**src/rtl/fsm_multi_pkg.sv**
```systemverilog
// Shared types for the multi-channel packet-framing monitor.
package fsm_multi_pkg;

  localparam int STATE_W = 3;

  typedef enum logic [STATE_W-1:0] {
    IDLE = 3'd0,
    HEAD = 3'd1,
    DATA = 3'd2,
    TAIL = 3'd3,
    ERR  = 3'd4
  } state_t;

endpackage

```
**src/rtl/fsm_chan.sv**
```systemverilog
// One framing-monitor lane: tracks head/data/tail framing, packet length,
// completion/error pulses and the per-lane packet and error counters.
module fsm_chan
  import fsm_multi_pkg::*;
#(
  parameter int MAX_LEN = 16,
  parameter int LEN_W   = 8,
  parameter int CNT_W   = 16
) (
  input  logic               clock,
  input  logic               reset,
  input  logic               head,
  input  logic               tail,
  input  logic               valid,
  output logic [STATE_W-1:0] state,
  output logic               pkt_done,
  output logic               err,
  output logic [LEN_W-1:0]   pkt_len,
  output logic [CNT_W-1:0]   pkt_count,
  output logic [CNT_W-1:0]   err_count
);

  state_t           cur;
  logic [LEN_W-1:0] len;
  logic             in_packet;

  assign state     = cur;
  assign in_packet = (cur == HEAD) || (cur == DATA);

  // A head beat outside a packet always opens a new one (this is also the
  // only way out of ERR); inside a packet the overlength check wins over tail.
  always_ff @(posedge clock) begin
    if (!reset) begin
      cur       <= IDLE;
      len       <= '0;
      pkt_len   <= '0;
      pkt_done  <= 1'b0;
      err       <= 1'b0;
      pkt_count <= '0;
      err_count <= '0;
    end else begin
      pkt_done <= 1'b0;
      err      <= 1'b0;
      if (valid) begin
        if (head && !in_packet) begin
          len <= LEN_W'(1);
          if (tail) begin
            cur       <= TAIL;
            pkt_done  <= 1'b1;
            pkt_len   <= LEN_W'(1);
            pkt_count <= pkt_count + 1'b1;
          end else begin
            cur <= HEAD;
          end
        end else if (cur == ERR) begin
          cur <= ERR;
        end else if (head || !in_packet || len == LEN_W'(MAX_LEN)) begin
          cur <= ERR;
          err <= 1'b1;
          if (err_count != '1) err_count <= err_count + 1'b1;
        end else begin
          len <= len + 1'b1;
          if (tail) begin
            cur       <= TAIL;
            pkt_done  <= 1'b1;
            pkt_len   <= len + 1'b1;
            pkt_count <= pkt_count + 1'b1;
          end else begin
            cur <= DATA;
          end
        end
      end else if (cur == TAIL) begin
        cur <= IDLE;
      end
    end
  end

endmodule

```
**src/rtl/fsm_multi.sv**
```systemverilog
// Multi-channel packet-framing monitor: CHANNELS independent fsm_chan lanes
// with their outputs packed lane-by-lane into flat vectors.
module fsm_multi
  import fsm_multi_pkg::*;
#(
  parameter int CHANNELS = 2,
  parameter int MAX_LEN  = 16,
  parameter int LEN_W    = 8,
  parameter int CNT_W    = 16
) (
  input  logic                        clock,
  input  logic                        reset,
  input  logic [CHANNELS-1:0]         head,
  input  logic [CHANNELS-1:0]         tail,
  input  logic [CHANNELS-1:0]         valid,
  output logic [STATE_W*CHANNELS-1:0] state,
  output logic [CHANNELS-1:0]         pkt_done,
  output logic [LEN_W*CHANNELS-1:0]   pkt_len,
  output logic [CHANNELS-1:0]         err,
  output logic [CNT_W*CHANNELS-1:0]   pkt_count,
  output logic [CNT_W*CHANNELS-1:0]   err_count
);

  for (genvar i = 0; i < CHANNELS; i++) begin : g_lane
    fsm_chan #(
      .MAX_LEN(MAX_LEN),
      .LEN_W  (LEN_W),
      .CNT_W  (CNT_W)
    ) u_chan (
      .clock    (clock),
      .reset    (reset),
      .head     (head[i]),
      .tail     (tail[i]),
      .valid    (valid[i]),
      .state    (state[STATE_W*i +: STATE_W]),
      .pkt_done (pkt_done[i]),
      .err      (err[i]),
      .pkt_len  (pkt_len[LEN_W*i +: LEN_W]),
      .pkt_count(pkt_count[CNT_W*i +: CNT_W]),
      .err_count(err_count[CNT_W*i +: CNT_W])
    );
  end

endmodule

```
**config.mk**
```make
export PLATFORM = sky130hd
export DESIGN_NAME = fsm_multi
export DESIGN_NICKNAME = d
export VERILOG_FILES = /design/src/rtl/fsm_multi_pkg.sv /design/src/rtl/fsm_chan.sv /design/src/rtl/fsm_multi.sv
export SDC_FILE = /design/constraint.sdc
export NUM_CORES = 1
export LEC_CHECK = 0
export CORE_MARGIN = 2
export CORE_UTILIZATION = 25
export CTS_BUF_LIST = sky130_fd_sc_hd__clkbuf_2
export DETAILED_ROUTE_END_ITERATION = 10
export MAX_ROUTING_LAYER = met4
export PLACE_DENSITY = 0.51
export SLEW_MARGIN = 5
export SYNTH_ARGS = -nofsm -noshare
export SYNTH_HDL_FRONTEND = slang
export SYNTH_SLANG_ARGS = --single-unit
export TNS_END_PERCENT = 1
```
**constraint.sdc**
```tcl
create_clock -name clock -period 6.4 [get_ports clock]
set_input_delay 1.6 -clock clock [delete_from_list [all_inputs] [get_ports clock]]
set_output_delay 1.6 -clock clock [all_outputs]
set_load 0.03 [all_outputs]
```
After elaboration in Yosys (flattened, before gate mapping)
Cells that the tools add are included.
{"block": "op_classes", "addsub": 6, "eq_ne": 18, "n_mux": 48, "bitwise": 7, "n_reduce_logical": 24}
{"operator": "16-bit 2-to-1 mux", "count": 8}
{"operator": "8-bit 2-to-1 mux", "count": 16}
{"operator": "16-bit by 1-bit adder with 16-bit output, second input constant", "count": 4}
{"operator": "16-bit inequality test, second input constant", "count": 2}
{"operator": "3-bit 2-to-1 mux", "count": 10}
{"operator": "5-bit AND reduction", "count": 4}
{"operator": "8-bit by 1-bit adder with 8-bit output, second input constant", "count": 2}
{"operator": "8-bit by 5-bit equality test with 1-bit output, second input constant", "count": 2}
{"operator": "3-bit by 2-bit equality test with 1-bit output, second input constant", "count": 4}
{"operator": "1-bit 2-to-1 mux", "count": 12}
{"operator": "2-bit by 1-bit inequality test with 1-bit output, second input constant", "count": 4}
{"operator": "4-bit OR reduction", "count": 2}
{"operator": "1-bit NOT", "count": 7}
{"operator": "3-bit by 1-bit equality test with 1-bit output, second input constant", "count": 2}
{"operator": "3-bit equality test, second input constant", "count": 2}
{"operator": "1-bit logical OR", "count": 6}
{"operator": "3-bit AND reduction", "count": 2}
{"operator": "3-bit nonzero test", "count": 2}
{"operator": "2-bit 2-to-1 mux", "count": 2}
{"operator": "2-bit inequality test, second input constant", "count": 2}
{"operator": "2-bit AND reduction", "count": 2}
{"operator": "2-bit nonzero test", "count": 2}
{"operator": "1-bit logical AND", "count": 2}
{"operator": "1-bit logical NOT", "count": 2}
{"block": "word_totals", "regBits": 106, "input_bits": 8, "out_inout_bits": 90, "wordCells": 117}

Depth between registers and ports, before layout
Gate-level depths: netlist of the first run.
{"block": "logic_depth", "word_depth": 9, "mapped_depth": 9, "mapped_depth_nobuf": 7}

Cells and area by module
Synthesis of the first run repeated with hierarchy kept, for this count alone.
{"block": "hier_totals", "cells_unflattened": 633, "hier_area_um2": 5212.5}
{"module": "fsm_chan (g_lane[1].u_chan)", "n_inst": 1, "cells_each": 322, "area_per_inst_um2": 2611.3, "seq_area_each_um2": 1061.0}
{"module": "fsm_chan (g_lane[0].u_chan)", "n_inst": 1, "cells_each": 311, "area_per_inst_um2": 2601.2, "seq_area_each_um2": 1061.0}

Least setup slack after synthesis of the first run
No wires, ideal clock.
{"block": "synth_timing", "path_type": "input to register", "startpoint": "input valid[1]", "endpoint": "register g_lane[1].u_chan.err_count[13]", "setup_time_ns": 0.070, "t_arrival_ns": 3.185, "required_ns": 6.330, "slack_ns": 3.144, "cell_stages": 6, "path_buffers": 2, "path_cell_list": "clkbuf_1 > o221ai_1 > or3_1 > clkbuf_1 > or4_1 > a21oi_1"}
{"block": "synth_via", "elab_chain_len": 1}
{"item": "start: declaration", "line_no": "fsm_multi.sv:15", "text": "input logic [CHANNELS-1:0] valid,"}
{"item": "5-bit AND reduction (no line)"}
{"item": "end signal: assignment", "line_no": "fsm_chan.sv:60", "text": "if (err_count != '1) err_count <= err_count + 1'b1;"}
{"item": "end: declaration", "line_no": "fsm_chan.sv:20", "text": "output logic [CNT_W-1:0] err_count"}
No other way between the ends.
A chain may end at the register's enable or synchronous reset.

Worst setup path after layout of the first run
{"block": "layout_timing", "startpoint": "register g_lane[0].u_chan.pkt_count[2]", "endpoint": "output pkt_count[2]"}
{"item": "start: declaration", "line_no": "fsm_chan.sv:19", "text": "output logic [CNT_W-1:0] pkt_count,"}
{"item": "start signal: assignment", "line_no": "fsm_chan.sv:51", "text": "pkt_count <= pkt_count + 1'b1;"}
{"item": "start signal: assignment", "line_no": "fsm_chan.sv:67", "text": "pkt_count <= pkt_count + 1'b1;"}
{"item": "end: declaration", "line_no": "fsm_multi.sv:20", "text": "output logic [CNT_W*CHANNELS-1:0] pkt_count,"}
No word-level cell between the ends.

==> results of run 1 <==
-- tightest hold or removal path, delay by kind of cell, from the launching register on --
kind	cells	cell delay (ns)
and+or+nand+nor	1	0.05
DFF	1	0.39
AOI/OAI and AO/OA	1	0.05
-- stage by stage --
step	area, sq um	setup WS (ns)
floorplan	5270	3.14
global placement	6460	2.41
detailed placement	6460	2.31
CTS	6600	2.71
global route	6600	2.66
finish	6600	2.77
-- worst min-delay path by stage --
stage                           startpoint                          end  slack (ns)
2_1_floorplan      g_lane[1].u_chan.len[1]      g_lane[1].u_chan.len[1]        0.47
3_3_place_gp   g_lane[1].u_chan.pkt_len[5]  g_lane[1].u_chan.pkt_len[5]        0.44
3_5_place_dp   g_lane[1].u_chan.pkt_len[3]  g_lane[1].u_chan.pkt_len[3]        0.45
4_1_cts        g_lane[1].u_chan.pkt_len[3]  g_lane[1].u_chan.pkt_len[3]        0.48
5_1_grt        g_lane[0].u_chan.pkt_len[4]  g_lane[0].u_chan.pkt_len[4]        0.49
6_report       g_lane[0].u_chan.pkt_len[5]  g_lane[0].u_chan.pkt_len[5]        0.47
-- power by group through the flow --
stage | Sequential, uW | Combinational [uW] | Clock [uW]
2_1_floorplan | 716 | 94.5 | 0
3_3_place_gp | 705 | 164 | 0
3_5_place_dp | 705 | 165 | 0
4_1_cts | 694 | 165 | 390
5_1_grt | 697 | 180 | 409
6_report | 694 | 163 | 370
-- flip-flops by register name (all words and copies together) (netlist names) --
name                     count
g_lane.u_chan.err            2
g_lane.u_chan.err_count     32
g_lane.u_chan.pkt_len       16
g_lane.u_chan.pkt_count     32
g_lane.u_chan.len           16
g_lane.u_chan.state          6
g_lane.u_chan.pkt_done       2
-- layer usage --
layer  share of wire  vias to the layer above
met5               0                        -
met4           0.014                        0
met3           0.040                       16
met2            0.45                       77
met1            0.50                     2411
li1                -                     2564
-- layout make-up --
type	instances	area [sq um]	area share
Clock inverter	7	91.3	0.0138
Inverter	22	82.6	0.0125
Tap cell	275	344	0.0521
Timing Repair Buffer	106	1040	0.157
Multi-Input combinational cell	481	2870	0.435
Sequential cell	106	2120	0.321
Clock buffer	9	45.0	0.00682
Antenna cell	2	5.00	0.000758
-- cells by family after synthesis --
kind of cell | count (synthesis) | share of synthesized area
fa+ha+maj | 8 | 0.0190
simple gates | 258 | 0.264
compound gates | 192 | 0.222
flops | 106 | 0.403
buf+inv | 67 | 0.0525
mux | 3 | 0.00570
xor+xnor | 20 | 0.0333
-- synthesized netlist by cell type (8+ instances only) --
cell	n
dfxtp_1	106
a21oi_1	85
nand2_1	63
nand3_1	50
o21ai_0	40
clkbuf_1	33
or3_1	28
nor2_1	27
o31ai_1	27
or4_1	26
inv_1	22
nand4_1	15
xnor2_1	13
nor3_1	9
nor4_1	9
and3_1	8
buf_2	8
ha_1	8
==> key figures, run 1 <==
Run status
  – Outcome: complete, no violations

Setup path
  – Worst path max stage delay: 0.76 ns
  – Critical path's slowest cell: clkdlybuf4s50_1
  – CP Capture Type: output port
  – CP top delay family: buffers and inverters
  – Critical Path RT: 4.80 ns
  – Reg2Reg Setup Slack: 3.70 ns
  – Crit path to: pkt_count[2]
  – Crit path launch type: flip-flop
  – Register-to-Register Path Depth: 8
  – Critical Path Stages: 1
  – RR Endpoint: g_lane[1].u_chan.pkt_count[6]
  – Worst Path Buf+Inv: 1
  – Arrival @ worst endpoint: 2.03 ns
  – Critical-path maximum fanout: 11
  – Worst Setup SP: g_lane[0].u_chan.pkt_count[2]
  – Critical-path cell list: clkdlybuf4s50_1
  – Worst Setup Path Type: reg -> out
  – FF-to-FF Start: g_lane[1].u_chan.len[0]

Clocking
  – Clock Latency Late Sink: 0.63 ns
  – Num CTS Buffers: 9
  – CTS root buffer: clkbuf_2
  – CTS sink cnt: between 100 and 150
  – CTS Hold Bufs: 0
  – # Post-CTS Setup Buffers: 0
  – Max Root-Sink Buffers: 2
  – CTS HTree Levels: 3
  – CTS tree: built
  – Resize count post-CTS: 0
  – Worst-path clk slew: 0.33 ns

GRT
  – Top Usage Layer GRT: met2
  – Global-route usage over all layers: 0.139
  – Met1 Use GR: 0.193
  – Total congestion overflow: 0
  – Initial antenna violation count: 1
  – Met3 Use GR: 0.0251
  – Vias in the first global route: 4608
  – Largest net degree at the start of global routing: 53
  – GR Util met2: 0.204
  – First-pass GRT wire length: 24500 um

Placement
  – PortBufs: 97
  – Placed Instances: 990
  – GPL Wtd Cong: 0.791
  – HPWL after DPL: 10300 um

Die
  – Initial Util: 0.253
  – Site Rows: 53
  – Die width: 149 um
  – I/O Pins: 98
  – Die Span Y: 149 um
  – DIE AREA: 22200 sq um
  – Core area: approximately 21000 sq um

Yosys
  – Syn avg cell area: 8.05 sq um
  – YS warnings: 0
  – Ranking of synthesized cells by area: dfxtp_1 (40%), a21oi_1 (8.1%), nand3_1 (4.8%), nand2_1 (4.5%), o31ai_1 (3.8%)
  – EDFF count, synth: 0
  – Post-synth top area share: 0.403
  – Syn_nets: 670
  – Synthesized instance count: 654
  – Synth unique cells: 52
  – Fraction of registers with async set/reset: 0
  – Synthesized area: roughly 5300 sq um
  – Top FF cell, synth: dfxtp_1
  – Largest area contributor in the netlist: dfxtp_1
  – Seq cells post-synth: 106
  – Sequential share of the synthesized area: 0.403

Drt
  – Detailed Routing Iterations Pass 1: 4
  – Drt drc: 0
  – Drt wl/cell: 14.7 um
  – DR vias/cell: 5.03
  – Final WL: 14800 um
  – Antenna Nets Post-Route: 0
  – Drt initial violations: 260
  – Routed via count: between 5k and 6k

Pwr
  – Power density over cell area: 186 nW/um^2
  – Tot Pwr: approximately 1200 uW
  – Seq pwr share: 0.566
  – Pleak: ~0.002 uW
  – Net switching power: 368 uW
  – Clock share of power: 0.302
  – VDD IR max: 0.0695 mV
  – Power share of the combinational group: 0.133
  – Internal: 859 uW
  – Switching share of power: 0.300

Layout
  – Fillers: 2257
  – # nets final: 742
  – Layout Area Growth over Synthesis: 25.4%
  – Most frequent cells in the layout: dfxtp_1 (106), clkdlybuf4s50_1 (97), a21oi_1 (85), nand2_1 (63), nand3_1 (50)
  – Proportion of layout cells with a drive suffix above 1: 0.0451
  – Leading cell type in the layout, fill and taps excluded: dfxtp_1
  – Non-Filler Instances: between 1k and 1.5k
  – Fin util: 0.317

Timing
  – Fin. max-slew vios: 0
  – Final Skew: about 0.046 ns
  – Maximum clock frequency: 276 MHz
  – RSZ-0062 raised after global routing: false
  – Hold Slack: roughly 0.47 ns
  – Setup TNS: 0 ns
  – Least-Margin Pin Slew: about 1.2 ns
  – Max-slew headroom: 0.210
  – Crit share post-route: 0.567
  – Final hold violation count: 0
  – Final Setup Violations: 0
  – Final worst path period need: 3.63 ns

Job
  – Max-Cap Viols: 0

Hold path
  – Hold path cells: 2
  – Hold WC Path Type: reg -> reg
(Power assumes the default switching activity.)
==> run 2, diff against run 1 <==
- clock period: 6.4 -> 3.7 ns (I/O delays scaled with it)
==> run 2 against run 1 <==
Global-route usage grew 0.37 points. Flip-flop and latch count unchanged. Critical path type unchanged. Core utilization increased by 0.26 points. Critical path depth stayed put. Power up 73%. Clock-buffer cell count rose by 2. Highest routed layer unchanged. Cell count grew 0.69%. Register-to-register slack lost 2.7 ns. First-iteration DRC count rose by 23%. Routed wire length decreased by 0.61%. Die area unchanged. Via count is 0.65% higher.
==> key figures, run 2 (synthesis results as in run 1) <==
Pwr
  – Internal: between 1000 and 1500 uW
  – Power density over cell area: 319 nW/um^2
  – Switching share of power: 0.294
  – Clock share of power: 0.299
  – VDD IR max: between 0.15 and 0.2 mV
  – Seq pwr share: 0.565
  – Power share of the combinational group: 0.137
  – Net switching power: 626 uW
  – Pleak: 0.00201 uW

Drt
  – Drt drc: 0
  – Drt wl/cell: 14.5 um
  – Routed via count: 5101
  – Final WL: 14700 um
  – Detailed Routing Iterations Pass 1: 5
  – DR vias/cell: 5.03
  – Drt initial violations: around 320
  – Antenna Nets Post-Route: 0

Die
  – Core area: between 20000 and 25000 sq um
  – Initial Util: 0.253
  – Die width: 149 um
  – Site Rows: 53
  – Die Span Y: 149 um
  – I/O Pins: between 90 and 100
  – DIE AREA: 22200 sq um

Timing
  – Max-slew headroom: 0.365
  – Setup TNS: 0 ns
  – Final Setup Violations: 0
  – Fin. max-slew vios: 0
  – RSZ-0062 raised after global routing: false
  – Final hold violation count: 0
  – Crit share post-route: 0.799
  – Maximum clock frequency: approximately 340 MHz
  – Final Skew: roughly 0.03 ns
  – Least-Margin Pin Slew: 0.947 ns
  – Final worst path period need: 2.96 ns

Setup path
  – Critical Path RT: 2.77 ns
  – FF-to-FF Start: g_lane[1].u_chan.len[0]
  – Crit path launch type: flip-flop
  – Worst Setup Path Type: reg -> out
  – Worst path max stage delay: 0.80 ns
  – Worst Path Buf+Inv: 1
  – Critical-path maximum fanout: 9
  – Arrival @ worst endpoint: a little over 2 ns
  – CP top delay family: buffers and inverters
  – Register-to-Register Path Depth: 7
  – Reg2Reg Setup Slack: 0.99 ns
  – CP Capture Type: output port
  – Critical path's slowest cell: clkdlybuf4s50_1
  – RR Endpoint: g_lane[1].u_chan.pkt_count[14]
  – Critical-path cell list: clkdlybuf4s50_1

Layout
  – Leading cell type in the layout, fill and taps excluded: dfxtp_1
  – Layout Area Growth over Synthesis: 26.4%
  – Fillers: 2276
  – # nets final: 750
  – Non-Filler Instances: 1015
  – Proportion of layout cells with a drive suffix above 1: 0.0568
  – Most frequent cells in the layout: dfxtp_1 (106), clkdlybuf4s50_1 (97), a21oi_1 (85), nand2_1 (63), nand3_1 (50)
  – Registers with the most flip-flops: g_lane.u_chan.err_count (32), g_lane.u_chan.pkt_count (32)

GRT
  – Largest net degree at the start of global routing: 36
  – Global-route usage over all layers: 0.143
  – Initial antenna violation count: 1
  – Total congestion overflow: 0
  – First-pass GRT wire length: 24900 um
  – Vias in the first global route: 4782

Hold path
  – Hold-critical path endpoint: g_lane[1].u_chan.pkt_len[5]
  – Hold WC Path Type: reg -> reg
  – HP Start: g_lane[1].u_chan.pkt_len[5]
  – Hold path cells: 2

Placement
  – GPL Wtd Cong: 0.806
  – HPWL after DPL: 10400 um
  – PortBufs: 97
  – Placed Instances: about 1000

Job
  – Max-Cap Viols: 0

Clocking
  – # Post-CTS Setup Buffers: 0
  – Resize count post-CTS: 0
  – Num CTS Buffers: 9
  – CTS Hold Bufs: 0
  – Clock Latency Late Sink: between 0.6 and 0.7 ns
  – CTS HTree Levels: 3
  – Worst-path clk slew: roughly 0.3 ns
  – CTS root buffer: clkbuf_2
  – CTS sink cnt: 106
  – Max Root-Sink Buffers: 2
  – CTS tree: built

Run status
  – Outcome: complete, no violations
-- run 2: cell count changes in the layout (fill, tap and decap cells not counted) --
cell	previous run	this run
buf_4	9	17
clkbuf_2	9	11
clkinv_1	2	1
clkinv_2	0	1
clkinvlp_4	2	0
diode_2	2	1
-- run 2: area by class of cell --
type / instances / area, sq um / share of cell area
Antenna cell: 1 / 2.50 / 0.000376
Clock buffer: 11 / 55.1 / 0.00827
Clock inverter: 5 / 77.6 / 0.0117
Inverter: 22 / 82.6 / 0.0124
Sequential cell: 106 / 2120 / 0.319
Multi-Input combinational cell: 481 / 2870 / 0.432
Tap cell: 275 / 344 / 0.0517
Timing Repair Buffer: 114 / 1100 / 0.165
-- run 2: worst max path at each step --
| stage | from | endpoint | slack [ns] | depth (start not counted) |
|---|---|---|---|---|
| 3_5_place_dp | head[1] | g_lane[1].u_chan.pkt_count[8] | 0.48 | 5 |
| 4_1_cts | g_lane[1].u_chan.state[2] | state[5] | 0.68 | 1 |
| 2_1_floorplan | valid[1] | g_lane[1].u_chan.err_count[13] | 1.12 | 6 |
| 5_1_grt | g_lane[1].u_chan.state[2] | state[5] | 0.62 | 1 |
| 6_report | g_lane[1].u_chan.state[2] | state[5] | 0.74 | 1 |
| 3_3_place_gp | head[1] | g_lane[1].u_chan.pkt_count[14] | 0.56 | 5 |
-- run 2: per-stage QoR --
stage	hold WS [ns]	instance area, sq um	setup WS (ns)	utilization	total power, uW
after floorplan	0.474	5270	1.12	-	1400
after global placement	0.442	6520	0.565	0.313	1510
after detailed placement	0.444	6520	0.475	0.313	1510
after CTS	0.472	6650	0.677	0.319	2170
after global routing	0.488	6660	0.622	0.320	2240
final	0.469	6660	0.742	0.320	2120
-- run 2: per-layer routing --
layer / global-route usage / share of wire / vias to the layer above / routed length, um
met3: 0.0266 / 0.032 / 17 / 467
met2: 0.212 / 0.45 / 85 / 6650
met5: - / 0 / - / 0
met4: 0.0424 / 0.014 / 0 / 207
li1: - / - / 2593 / -
met1: 0.197 / 0.50 / 2406 / 7420
-- run 2: power by group through the flow --
stage                     Clock, uW  Sequential, uW  Combinational [uW]
final                           635            1200                 290
after global routing            715            1210                 322
after CTS                       673            1200                 292
after detailed placement          0            1220                 292
after global placement            0            1220                 290
after floorplan                   0            1240                 163
==> run 3, diff against run 2 <==
- PLACE_DENSITY: 0.51 -> 0.53
- clock period: 3.7 -> 2.47 ns (I/O delays scaled with it)
==> run 3 against run 2 <==
Die area stayed put. Flip-flop and latch count stayed put. Clock skew is 0.012 ns higher. Critical path depth stayed put. Cell count is 4.5% higher. Via count is 3.8% higher. Sequential power is 49% higher. Critical path type unchanged. Critical endpoint is now err_count[29]. Largest power group unchanged.
==> key figures, run 3 (synthesis results as in run 1) <==
Setup path
  – Arrival @ worst endpoint: ~1.7 ns
  – Critical Path Stages: 1
  – Register-to-Register Path Depth: 8
  – FF-to-FF Start: g_lane[1].u_chan.len[0]
  – CP Capture Type: output port
  – Worst Setup Path Type: reg -> out
  – Crit path launch type: flip-flop
  – RR Endpoint: g_lane[1].u_chan.err_count[13]
  – Worst Path Buf+Inv: 1
  – CP top delay family: buffers and inverters
  – Worst path max stage delay: 0.69 ns
  – Reg2Reg Setup Slack: 0.14 ns
  – Critical path's slowest cell: clkdlybuf4s50_1
  – Critical-path maximum fanout: 5
  – Critical-path cell list: clkdlybuf4s50_1
  – Critical Path RT: 1.85 ns

Hold path
  – Hold-critical path endpoint: g_lane[0].u_chan.pkt_len[6]
  – HP Start: g_lane[0].u_chan.pkt_len[6]
  – Hold WC Path Type: reg -> reg
  – Hold path cells: 2

Timing
  – Hold Slack: around 0.47 ns
  – Least-Margin Pin Slew: approximately 0.67 ns
  – Crit share post-route: 0.944
  – RSZ-0062 raised after global routing: false
  – Final hold violation count: 0
  – Final worst path period need: between 2 and 2.5 ns
  – Final Skew: 0.0426 ns
  – Maximum clock frequency: 429 MHz
  – Final Setup Violations: 0
  – Max-slew headroom: 0.550
  – Fin. max-slew vios: 0

Pwr
  – Net switching power: 949 uW
  – Clock share of power: 0.243
  – Internal: 2110 uW
  – Power share of the combinational group: 0.171
  – Seq pwr share: 0.586
  – Tot Pwr: just over 3000 uW
  – Switching share of power: 0.310
  – VDD IR max: between 0.15 and 0.2 mV
  – Power density over cell area: 437 nW/um^2
  – Pleak: between 0.002 and 0.003 uW

Layout
  – Leading cell type in the layout, fill and taps excluded: dfxtp_1
  – Non-Filler Instances: approximately 1.1k
  – Final non-filler cell area: 6990 sq um
  – Fin util: 0.336
  – Fillers: 2227
  – Proportion of layout cells with a drive suffix above 1: 0.122
  – Most frequent cells in the layout: dfxtp_1 (102), a21oi_1 (84), nand2_1 (63), buf_4 (61), nand3_1 (50)
  – Layout Area Growth over Synthesis: 32.8%
  – Registers with the most flip-flops: g_lane.u_chan.err_count (32), g_lane.u_chan.pkt_count (32)
  – # nets final: around 800

GRT
  – Global-route usage over all layers: 0.144
  – Vias in the first global route: 4838
  – Largest net degree at the start of global routing: 26
  – First-pass GRT wire length: 25100 um
  – Initial antenna violation count: 1
  – Total congestion overflow: 0

Clocking
  – CTS sink cnt: 106
  – CTS root buffer: clkbuf_2
  – CTS Hold Bufs: 0
  – CTS tree: built
  – # Post-CTS Setup Buffers: 0
  – Worst-path clk slew: between 0.2 and 0.3 ns
  – Clock Latency Late Sink: 0.62 ns
  – Num CTS Buffers: 9
  – CTS HTree Levels: 3
  – Max Root-Sink Buffers: 2

Placement
  – HPWL after DPL: 11100 um
  – GPL Wtd Cong: 0.837
  – Placed Instances: roughly 1.0k
  – PortBufs: 97
  – Placed instance area: 6890 sq um

Die
  – Initial Util: 0.253
  – DIE AREA: 22200 sq um
  – Core area: 20800 sq um
  – Site Rows: 53
  – Die Span Y: around 150 um
  – I/O Pins: 98
  – Die width: around 150 um

Job
  – Max-Cap Viols: 0

Run status
  – Outcome: complete, no violations

Drt
  – Drt drc: 0
  – DR vias/cell: 4.99
  – Drt initial violations: around 260
  – Drt wl/cell: 14.3 um
  – Final WL: 15200 um
  – Routed via count: 5295
  – Detailed Routing Iterations Pass 1: 5
  – Antenna Nets Post-Route: 0
[run 3: per-stage QoR]
stage / worst slack [ns] / TNS (ns)
after floorplan: 0.197 / 0
after CTS: -0.0668 / -0.0668
after detailed placement: -0.214 / -4.70
after global placement: -0.140 / -3.35
after global routing: 0.000960 / 0
final: 0.138 / 0
[run 3: routing by layer]
layer,share of wire,track usage,vias to the layer above
li1,-,-,2686
met2,0.46,0.224,107
met5,0,-,-
met4,0.011,0.0319,0
met3,0.045,0.0346,11
met1,0.49,0.190,2491
[run 3: what timing repair did]
action	CTS	global route
endpoints found under the hold margin	0	0
pin swaps	1	1
endpoints found under the setup margin	52	40
resized for setup	50	27
gates cloned	0	0
[run 3: layout make-up]
class                   count  area [sq um]  area share
flip-flops and latches    106          2130       0.304
well taps                 275           344      0.0492
multi-input cells         481          2890       0.414
diodes                      1          2.50    0.000358
inverters                  22          82.6      0.0118
clock inverters             5          31.3     0.00447
repair buffers            160          1460       0.208
clock buffers              11          55.1     0.00787
[run 3: worst register-to-register path, delay by kind of cell (launching register included)]
family	cells	cell delay, ns
and+or+nand+nor	3	1.20
adders and majority gates	1	0.16
AOI/OAI and AO/OA	2	0.29
buffers and inverters	2	0.22
DFF	1	0.39
[run 3: worst max path at each step]
| stage | start | endpoint | slack (ns) |
|---|---|---|---|
| floorplan | valid[1] | g_lane[1].u_chan.err_count[13] | 0.20 |
| global placement | head[1] | g_lane[1].u_chan.err_count[13] | -0.14 |
| detailed placement | head[1] | g_lane[1].u_chan.err_count[9] | -0.21 |
| CTS | g_lane[0].u_chan.state[2] | state[2] | -0.07 |
| global route | g_lane[1].u_chan.pkt_count[15] | pkt_count[31] | 0.001 |
| finish | g_lane[1].u_chan.err_count[13] | err_count[29] | 0.14 |
[run 3: power by group through the flow]
stage | clock, uW | combinational (uW) | sequential (uW)
floorplan | 0 | 245 | 1860
global placement | 0 | 533 | 1820
detailed placement | 0 | 533 | 1820
CTS | 801 | 527 | 1790
global route | 860 | 574 | 1800
finish | 743 | 523 | 1790
